===== src/rtl/fetch_stage_pkg.sv =====
// Shared fetch/decode definitions: FSM encoding, the injected NOP and the opcode classes.
// The long-opcode test is also provided here so that decode can reuse it.
package fetch_stage_pkg;

  typedef enum logic {
    S_OP  = 1'b0,
    S_IMM = 1'b1
  } fetch_state_e;

  localparam logic [7:0] NOP_OPCODE      = 8'h00;
  localparam logic [3:0] LONG_MASK_DFLT  = 4'hC;
  localparam logic [3:0] LONG_MATCH_DFLT = 4'hC;

  // Jump-class upper nibbles, shared with decode and PC control.
  // All of them satisfy the default long test.
  localparam logic [3:0] OPC_JMP  = 4'hC;
  localparam logic [3:0] OPC_JZ   = 4'hD;
  localparam logic [3:0] OPC_JNZ  = 4'hE;
  localparam logic [3:0] OPC_CALL = 4'hF;

  function automatic logic is_long_nib(input logic [3:0] nib,
                                       input logic [3:0] mask,
                                       input logic [3:0] match);
    return (nib & mask) == match;
  endfunction

endpackage


===== src/rtl/fetch_stage_if.sv =====
// Bundle between the fetch stage, the program ROM / PC unit and stage 2.
interface fetch_stage_if #(
  parameter int ADDR_W = 12,
  parameter int DATA_W = 8
);
  logic [ADDR_W-1:0] pc;
  logic [DATA_W-1:0] rom_data;
  logic              stall;
  logic              flush;
  logic              pc_inc;
  logic [DATA_W-1:0] instruction_out;
  logic [DATA_W-1:0] d_bus_imm;
  logic              ir_valid;
  logic              ir_long;
  logic [ADDR_W-1:0] ir_pc;

  modport master (
    output pc, rom_data, stall, flush,
    input  pc_inc, instruction_out, d_bus_imm, ir_valid, ir_long, ir_pc
  );

  modport slave (
    input  pc, rom_data, stall, flush,
    output pc_inc, instruction_out, d_bus_imm, ir_valid, ir_long, ir_pc
  );
endinterface


===== src/rtl/fetch_stage_long_op_detect.sv =====
// Combinational opcode classifier that flags a 2-byte instruction from its upper nibble.
// Decode reuses this classifier.
module long_op_detect
  import fetch_stage_pkg::*;
#(
  parameter logic [3:0] LONG_MASK  = LONG_MASK_DFLT,
  parameter logic [3:0] LONG_MATCH = LONG_MATCH_DFLT
) (
  input  logic [3:0] op_hi,
  output logic       is_long
);

  assign is_long = is_long_nib(op_hi, LONG_MASK, LONG_MATCH);

endmodule


===== src/rtl/fetch_stage.sv =====
// Stage-1 fetch/IR: assembles 1- or 2-byte instructions from the ROM byte stream.
// A flush overrides a stall and discards any pending opcode byte.
module fetch_stage
  import fetch_stage_pkg::*;
#(
  parameter int          ADDR_W     = 12,
  parameter int          DATA_W     = 8,
  parameter logic [3:0]  LONG_MASK  = LONG_MASK_DFLT,
  parameter logic [3:0]  LONG_MATCH = LONG_MATCH_DFLT,
  parameter logic [DATA_W-1:0] NOP_OP = NOP_OPCODE
) (
  input logic          clock,
  input logic          reset,
  fetch_stage_if.slave bus
);

  fetch_state_e      state_p0;
  logic [DATA_W-1:0] pending_op_p0;
  logic [ADDR_W-1:0] pending_pc_p0;
  logic              is_long;

  long_op_detect #(
    .LONG_MASK  (LONG_MASK),
    .LONG_MATCH (LONG_MATCH)
  ) u_long_op_detect (
    .op_hi   (bus.rom_data[DATA_W-1 -: 4]),
    .is_long (is_long)
  );

  // Each state consumes exactly one byte, so the PC only stops on a stall.
  assign bus.pc_inc = !bus.stall | bus.flush;

  // ROM byte -> IR boundary
  always_ff @(posedge clock or posedge reset) begin
    if (reset) begin
      state_p0            <= S_OP;
      bus.instruction_out <= NOP_OP;
      bus.d_bus_imm       <= '0;
      bus.ir_valid        <= 1'b0;
      bus.ir_long         <= 1'b0;
      bus.ir_pc           <= '0;
      pending_op_p0       <= '0;
      pending_pc_p0       <= '0;
    end else if (bus.flush) begin
      state_p0            <= S_OP;
      bus.instruction_out <= NOP_OP;
      bus.ir_valid        <= 1'b0;
      bus.ir_long         <= 1'b0;
    end else if (!bus.stall) begin
      case (state_p0)
        S_OP: begin
          if (is_long) begin
            pending_op_p0 <= bus.rom_data;
            pending_pc_p0 <= bus.pc;
            bus.ir_valid  <= 1'b0;
            state_p0      <= S_IMM;
          end else begin
            bus.instruction_out <= bus.rom_data;
            bus.ir_long         <= 1'b0;
            bus.ir_pc           <= bus.pc;
            bus.ir_valid        <= 1'b1;
          end
        end
        S_IMM: begin
          bus.instruction_out <= pending_op_p0;
          bus.d_bus_imm       <= bus.rom_data;
          bus.ir_long         <= 1'b1;
          bus.ir_pc           <= pending_pc_p0;
          bus.ir_valid        <= 1'b1;
          state_p0            <= S_OP;
        end
        default: state_p0 <= S_OP;
      endcase
    end
  end

endmodule


===== src/flat_wrapper.sv =====
// flat-port wrapper written by rule: the top's interface ports become plain ports
module fetch_stage_flat import fetch_stage_pkg::*;
#(
  parameter int          ADDR_W     = 12,
  parameter int          DATA_W     = 8,
  parameter logic [3:0]  LONG_MASK  = LONG_MASK_DFLT,
  parameter logic [3:0]  LONG_MATCH = LONG_MATCH_DFLT,
  parameter logic [DATA_W-1:0] NOP_OP = NOP_OPCODE
)
  (clock, reset, bus_pc, bus_rom_data, bus_stall, bus_flush, bus_pc_inc, bus_instruction_out, bus_d_bus_imm, bus_ir_valid, bus_ir_long, bus_ir_pc);
  fetch_stage_if #(.ADDR_W(ADDR_W), .DATA_W(DATA_W)) bus_i ();
  input logic clock;
  input logic reset;
  input wire logic [$bits(bus_i.pc)-1:0] bus_pc;
  input wire logic [$bits(bus_i.rom_data)-1:0] bus_rom_data;
  input wire logic [$bits(bus_i.stall)-1:0] bus_stall;
  input wire logic [$bits(bus_i.flush)-1:0] bus_flush;
  output wire logic [$bits(bus_i.pc_inc)-1:0] bus_pc_inc;
  output wire logic [$bits(bus_i.instruction_out)-1:0] bus_instruction_out;
  output wire logic [$bits(bus_i.d_bus_imm)-1:0] bus_d_bus_imm;
  output wire logic [$bits(bus_i.ir_valid)-1:0] bus_ir_valid;
  output wire logic [$bits(bus_i.ir_long)-1:0] bus_ir_long;
  output wire logic [$bits(bus_i.ir_pc)-1:0] bus_ir_pc;
  assign bus_i.pc = bus_pc;
  assign bus_i.rom_data = bus_rom_data;
  assign bus_i.stall = bus_stall;
  assign bus_i.flush = bus_flush;
  assign bus_pc_inc = bus_i.pc_inc;
  assign bus_instruction_out = bus_i.instruction_out;
  assign bus_d_bus_imm = bus_i.d_bus_imm;
  assign bus_ir_valid = bus_i.ir_valid;
  assign bus_ir_long = bus_i.ir_long;
  assign bus_ir_pc = bus_i.ir_pc;
  fetch_stage #(.ADDR_W(ADDR_W), .DATA_W(DATA_W), .LONG_MASK(LONG_MASK), .LONG_MATCH(LONG_MATCH), .NOP_OP(NOP_OP)) u_core (.clock(clock), .reset(reset), .bus(bus_i));
endmodule

===== config.mk =====
export PLATFORM = sky130hd
export DESIGN_NAME = fetch_stage_flat
export DESIGN_NICKNAME = d
export VERILOG_FILES = /design/src/rtl/fetch_stage_pkg.sv /design/src/rtl/fetch_stage_if.sv /design/src/rtl/fetch_stage_long_op_detect.sv /design/src/rtl/fetch_stage.sv /design/src/flat_wrapper.sv
export SDC_FILE = /design/constraint.sdc
export NUM_CORES = 1
export LEC_CHECK = 0
export CORE_MARGIN = 2
export CORE_UTILIZATION = 46
export CTS_BUF_LIST = sky130_fd_sc_hd__clkbuf_4 sky130_fd_sc_hd__clkbuf_8
export CTS_CLUSTER_SIZE = 30
export DETAILED_ROUTE_END_ITERATION = 10
export GPL_ROUTABILITY_DRIVEN = 0
export PLACE_DENSITY = 0.78
export SYNTH_ARGS = -nofsm -noshare
export SYNTH_HDL_FRONTEND = slang
export SYNTH_SLANG_ARGS = --single-unit

===== constraint.sdc =====
create_clock -name clock -period 1.6 [get_ports clock]
set_input_delay 0.32 -clock clock [delete_from_list [all_inputs] [get_ports clock]]
set_output_delay 0.32 -clock clock [all_outputs]
set_load 0.1 [all_outputs]

==> implementation parameters <==
Parameter                              Value

Run status
  Status    completed

Placed design
  Port Buffers    54
  Number of placed cells counting well taps    265
  Placed wire-length estimate    3.004 mm

CTS
  Root Buffer    sky130_fd_sc_hd__clkbuf_8
  Clock net sink count    51
  Worst-case clock buffer depth    2
  Clk_lat worst skew    0.30 ns
  Inserted Clock Buffers    5
  Hold_buf cts    0
  TritonCTS clock tree    built
  CTS clock-pin slew for the worst setup and hold paths    0.09 ns
  Max H-tree Level    2

Global routing
  Number of antenna violations at the first check in global routing    0
  Total GRT Usage    0.1891
  Via count of the first global-routing pass    1546
  Total congestion overflow after global routing    0
  Largest net degree at the start of global routing    52
  Global-route wire length before repair    7.734 mm

Setup path
  Launch point of the worst reg-to-reg path    u_core.state_p0
  Endpoint kind of the worst setup timing path    flip-flop
  Worst Reg-to-Reg Cells    3
  Delay-heaviest family, CP    simple AND/OR/NAND/NOR gates
  Crit path max-delay cell type    sky130_fd_sc_hd__clkdlybuf4s50_1
  Critical path class    in -> reg
  Worst-path cell chain    clkdlybuf4s50_1 -> nand3b_4 -> or3_4 -> mux2_4
  Kind of launch point of the worst setup path    primary input
  Critical Path Fanout Max    11
  Buffer and inverter count on the worst path    1
  Arrival time at the worst endpoint    between 1.5 and 2 ns
  Register-to-register setup slack    approximately 0.10 ns
  Peak per-stage delay on the critical path    0.52 ns
  Worst r2r dst    u_core.pending_pc_p0[1]
  Data required, critical path    between 1.5 and 2 ns

Run
  Max-capacitance violation count    0

Pwr
  Combinational group share of total power    0.415
  Static leakage power    1.488 nW
  NetSw    between 1.5 and 2 mW
  Internal power    2.762 mW
  Share of power burned in the clock network    0.205
  Power per unit of standard cell area    1355 nW/um^2
  Max rail drop VDD    840.1 uV
  Switching part of the total power    0.3831
  Register share of total power    0.380

Timing
  Post-layout min period    1.563 ns
  Number of hold-slack violations in the final timing report    0
  Maximum clock frequency    around 640 MHz
  Headroom to the max-slew limit    0.8158
  RSZ-0062 raised after global routing    false
  Final setup vio count    0
  Worst Max-Slew Pin Slew    0.2763 ns
  Setup clock skew after layout    between 0.006 and 0.007 ns
  Period utilization    0.9771
  Slew Viols, Final    0

Logic synthesis
  Top cell type's share of synthesized area    0.5809
  Cell area after synthesis    2197 sq um
  Number of storage elements in the synthesis netlist    between 50 and 60
  Largest area contributor in the netlist    sky130_fd_sc_hd__dfrtp_1
  Mean Syn Cell Area    approximately 14 sq um
  Number of distinct standard cells referenced by the synthesized netlist    19
  Syn. warnings    0
  Synth top area cells    sky130_fd_sc_hd__dfrtp_1 (58%), sky130_fd_sc_hd__mux2_4 (12%), sky130_fd_sc_hd__mux2i_1 (9.1%)
  Number of instances in the synthesized netlist    between 150 and 200
  Synth Net Count    180
  Sequential element share of the synthesized area    0.5809

Detailed routing
  Antenna Nets Post-Route    0
  Avg WL per Cell    16.98 um
  First-pass iteration count of the detailed router    4
  Number of vias in the routed layout    roughly 1.5k
  Via-to-Cell Ratio    5.551
  Total detailed-routing wirelength    4.652 mm
  Drc violations    0
  Initial drt markers    115

Min path
  Worst hold-check path type    in -> async

Cells and area
  Area growth from synthesis to layout    50.40%
  Number of fill cells    between 300 and 400
  Fraction of final layout cells sized beyond drive strength 1    0.3727
  Layout Utilization    0.7090
  Number of diodes    0
  Count of nets after finishing    243
  Finished Layout Cells    274

Floorplanning
  Core area    4661 sq um
  Initial core utilization    0.4714
  Total die area    5345 sq um
  Site Rows    25
  Die width    73.11 um
  Die Height    73.11 um
  Count of boundary I/O pins    55
per-layer routing:
| metal | wire (um) | track usage | share of wire | up-vias |
|---|---|---|---|---|
| li1 | - | - | - | 690 |
| met1 | 2174 | 0.2762 | 0.47 | 773 |
| met2 | 2215 | 0.2893 | 0.48 | 54 |
| met3 | 238 | 0.03867 | 0.051 | 4 |
| met4 | 24 | 0.04733 | 0.0052 | 0 |
| met5 | 0 | 0 | 0 | - |
registers in the layout (all words and copies together) (netlist names):
name	count
u_core.bus.d_bus_imm	8
u_core.state_p0	1
u_core.bus.ir_pc	12
u_core.bus.ir_long	1
u_core.pending_pc_p0	12
u_core.bus.ir_valid	1
u_core.pending_op_p0	8
u_core.bus.instruction_out	8
per-stage QoR:
step / hold WS, ns / power, mW / setup WS [ns] / setup TNS (ns) / instance area [sq um]
floorplan: 0.4344 / 2.839 / 0.01353 / 0 / 2197
global placement: 0.4504 / 3.558 / -0.3444 / -8.324 / 3169
detailed placement: 0.4524 / 3.585 / -0.3674 / -8.975 / 3169
CTS: 0.3847 / 4.511 / 0.004753 / 0 / 3298
global route: 0.4060 / 4.651 / 0.01905 / 0 / 3304
finish: 0.3711 / 4.477 / 0.03663 / 0 / 3304
worst register-to-register path, stage by stage, from the launching register on:
cell	delay, ns
sky130_fd_sc_hd__dfrtp_1	0.41
sky130_fd_sc_hd__nand3b_4	0.17
sky130_fd_sc_hd__or3_4	0.46
sky130_fd_sc_hd__mux2_4	0.34
power groups by stage:
stage	clock network, mW	registers (mW)	logic, mW
global placement	0	1.72	1.84
floorplan	0	2.48	0.355
global route	1.00	1.73	1.92
finish	0.920	1.70	1.86
CTS	0.940	1.70	1.87
detailed placement	0	1.72	1.87
cells in the mapped netlist:
| library cell | number |
|---|---|
| sky130_fd_sc_hd__nor2_1 | 1 |
| sky130_fd_sc_hd__a31oi_1 | 12 |
| sky130_fd_sc_hd__dfrtp_1 | 51 |
| sky130_fd_sc_hd__nand3b_4 | 1 |
| sky130_fd_sc_hd__o2bb2ai_1 | 8 |
| sky130_fd_sc_hd__inv_1 | 3 |
| sky130_fd_sc_hd__mux2_2 | 9 |
| sky130_fd_sc_hd__a21o_1 | 1 |
| sky130_fd_sc_hd__nor2b_1 | 1 |
| sky130_fd_sc_hd__mux2_4 | 17 |
| sky130_fd_sc_hd__and2_1 | 1 |
| sky130_fd_sc_hd__mux2i_1 | 20 |
| sky130_fd_sc_hd__nand2b_1 | 2 |
| sky130_fd_sc_hd__buf_6 | 2 |
| sky130_fd_sc_hd__buf_2 | 3 |
| sky130_fd_sc_hd__or3_4 | 1 |
| sky130_fd_sc_hd__a21oi_1 | 13 |
| sky130_fd_sc_hd__nand2_1 | 5 |
| sky130_fd_sc_hd__clkbuf_1 | 5 |
cells in the final DEF, fill, tap and decap left out, types with 2 or more instances in the layout:
cell	count
sky130_fd_sc_hd__a21oi_1	13
sky130_fd_sc_hd__a31oi_1	12
sky130_fd_sc_hd__buf_12	33
sky130_fd_sc_hd__buf_4	8
sky130_fd_sc_hd__clkbuf_8	6
sky130_fd_sc_hd__clkdlybuf4s50_1	20
sky130_fd_sc_hd__dfrtp_1	51
sky130_fd_sc_hd__dlygate4sd2_1	2
sky130_fd_sc_hd__inv_1	2
sky130_fd_sc_hd__mux2_2	9
sky130_fd_sc_hd__mux2_4	17
sky130_fd_sc_hd__mux2i_1	20
sky130_fd_sc_hd__nand2_1	5
sky130_fd_sc_hd__nand2b_1	2
sky130_fd_sc_hd__o2bb2ai_1	8
sky130_fd_sc_hd__or3_4	2
cells by family (layout without fill, tap and decap cells):
group,after synthesis,in the layout,share of synthesized area
AOI/OAI and AO/OA,34,34,0.09909
buffers and inverters,13,76,0.03075
muxes,46,46,0.2534
DFF,51,51,0.5809
and+or+nand+nor,12,13,0.03588
how the worst max path moves through the flow:
stage / startpoint / to / slack, ns / cells past startpoint
after floorplan: u_core.state_p0 / u_core.pending_pc_p0[11] / 0.01 / 5
after global placement: bus_rom_data[6] / u_core.pending_op_p0[4] / -0.34 / 4
after detailed placement: bus_rom_data[6] / u_core.pending_pc_p0[0] / -0.37 / 4
after CTS: bus_rom_data[6] / u_core.pending_pc_p0[1] / 0.005 / 4
after global routing: bus_rom_data[7] / u_core.pending_op_p0[2] / 0.02 / 4
final: bus_rom_data[7] / u_core.pending_pc_p0[1] / 0.04 / 4
timing repair:
item,4_1_cts,5_1_grt
setup endpoints to repair,19,12
buffers inserted,0,0
resized for setup,4,2
gates cloned,1,0
cell type report:
class	count	area [sq um]	area share
Sequential cell	51	1276	0.3862
Multi-Input combinational cell	93	869.6	0.2632
Clock buffer	6	82.58	0.02499
Timing Repair Buffer	65	962.2	0.2912
Tap cell	54	67.56	0.02045
Clock inverter	2	35.03	0.01060
Inverter	3	11.26	0.003408
(Power assumes the default switching activity.)
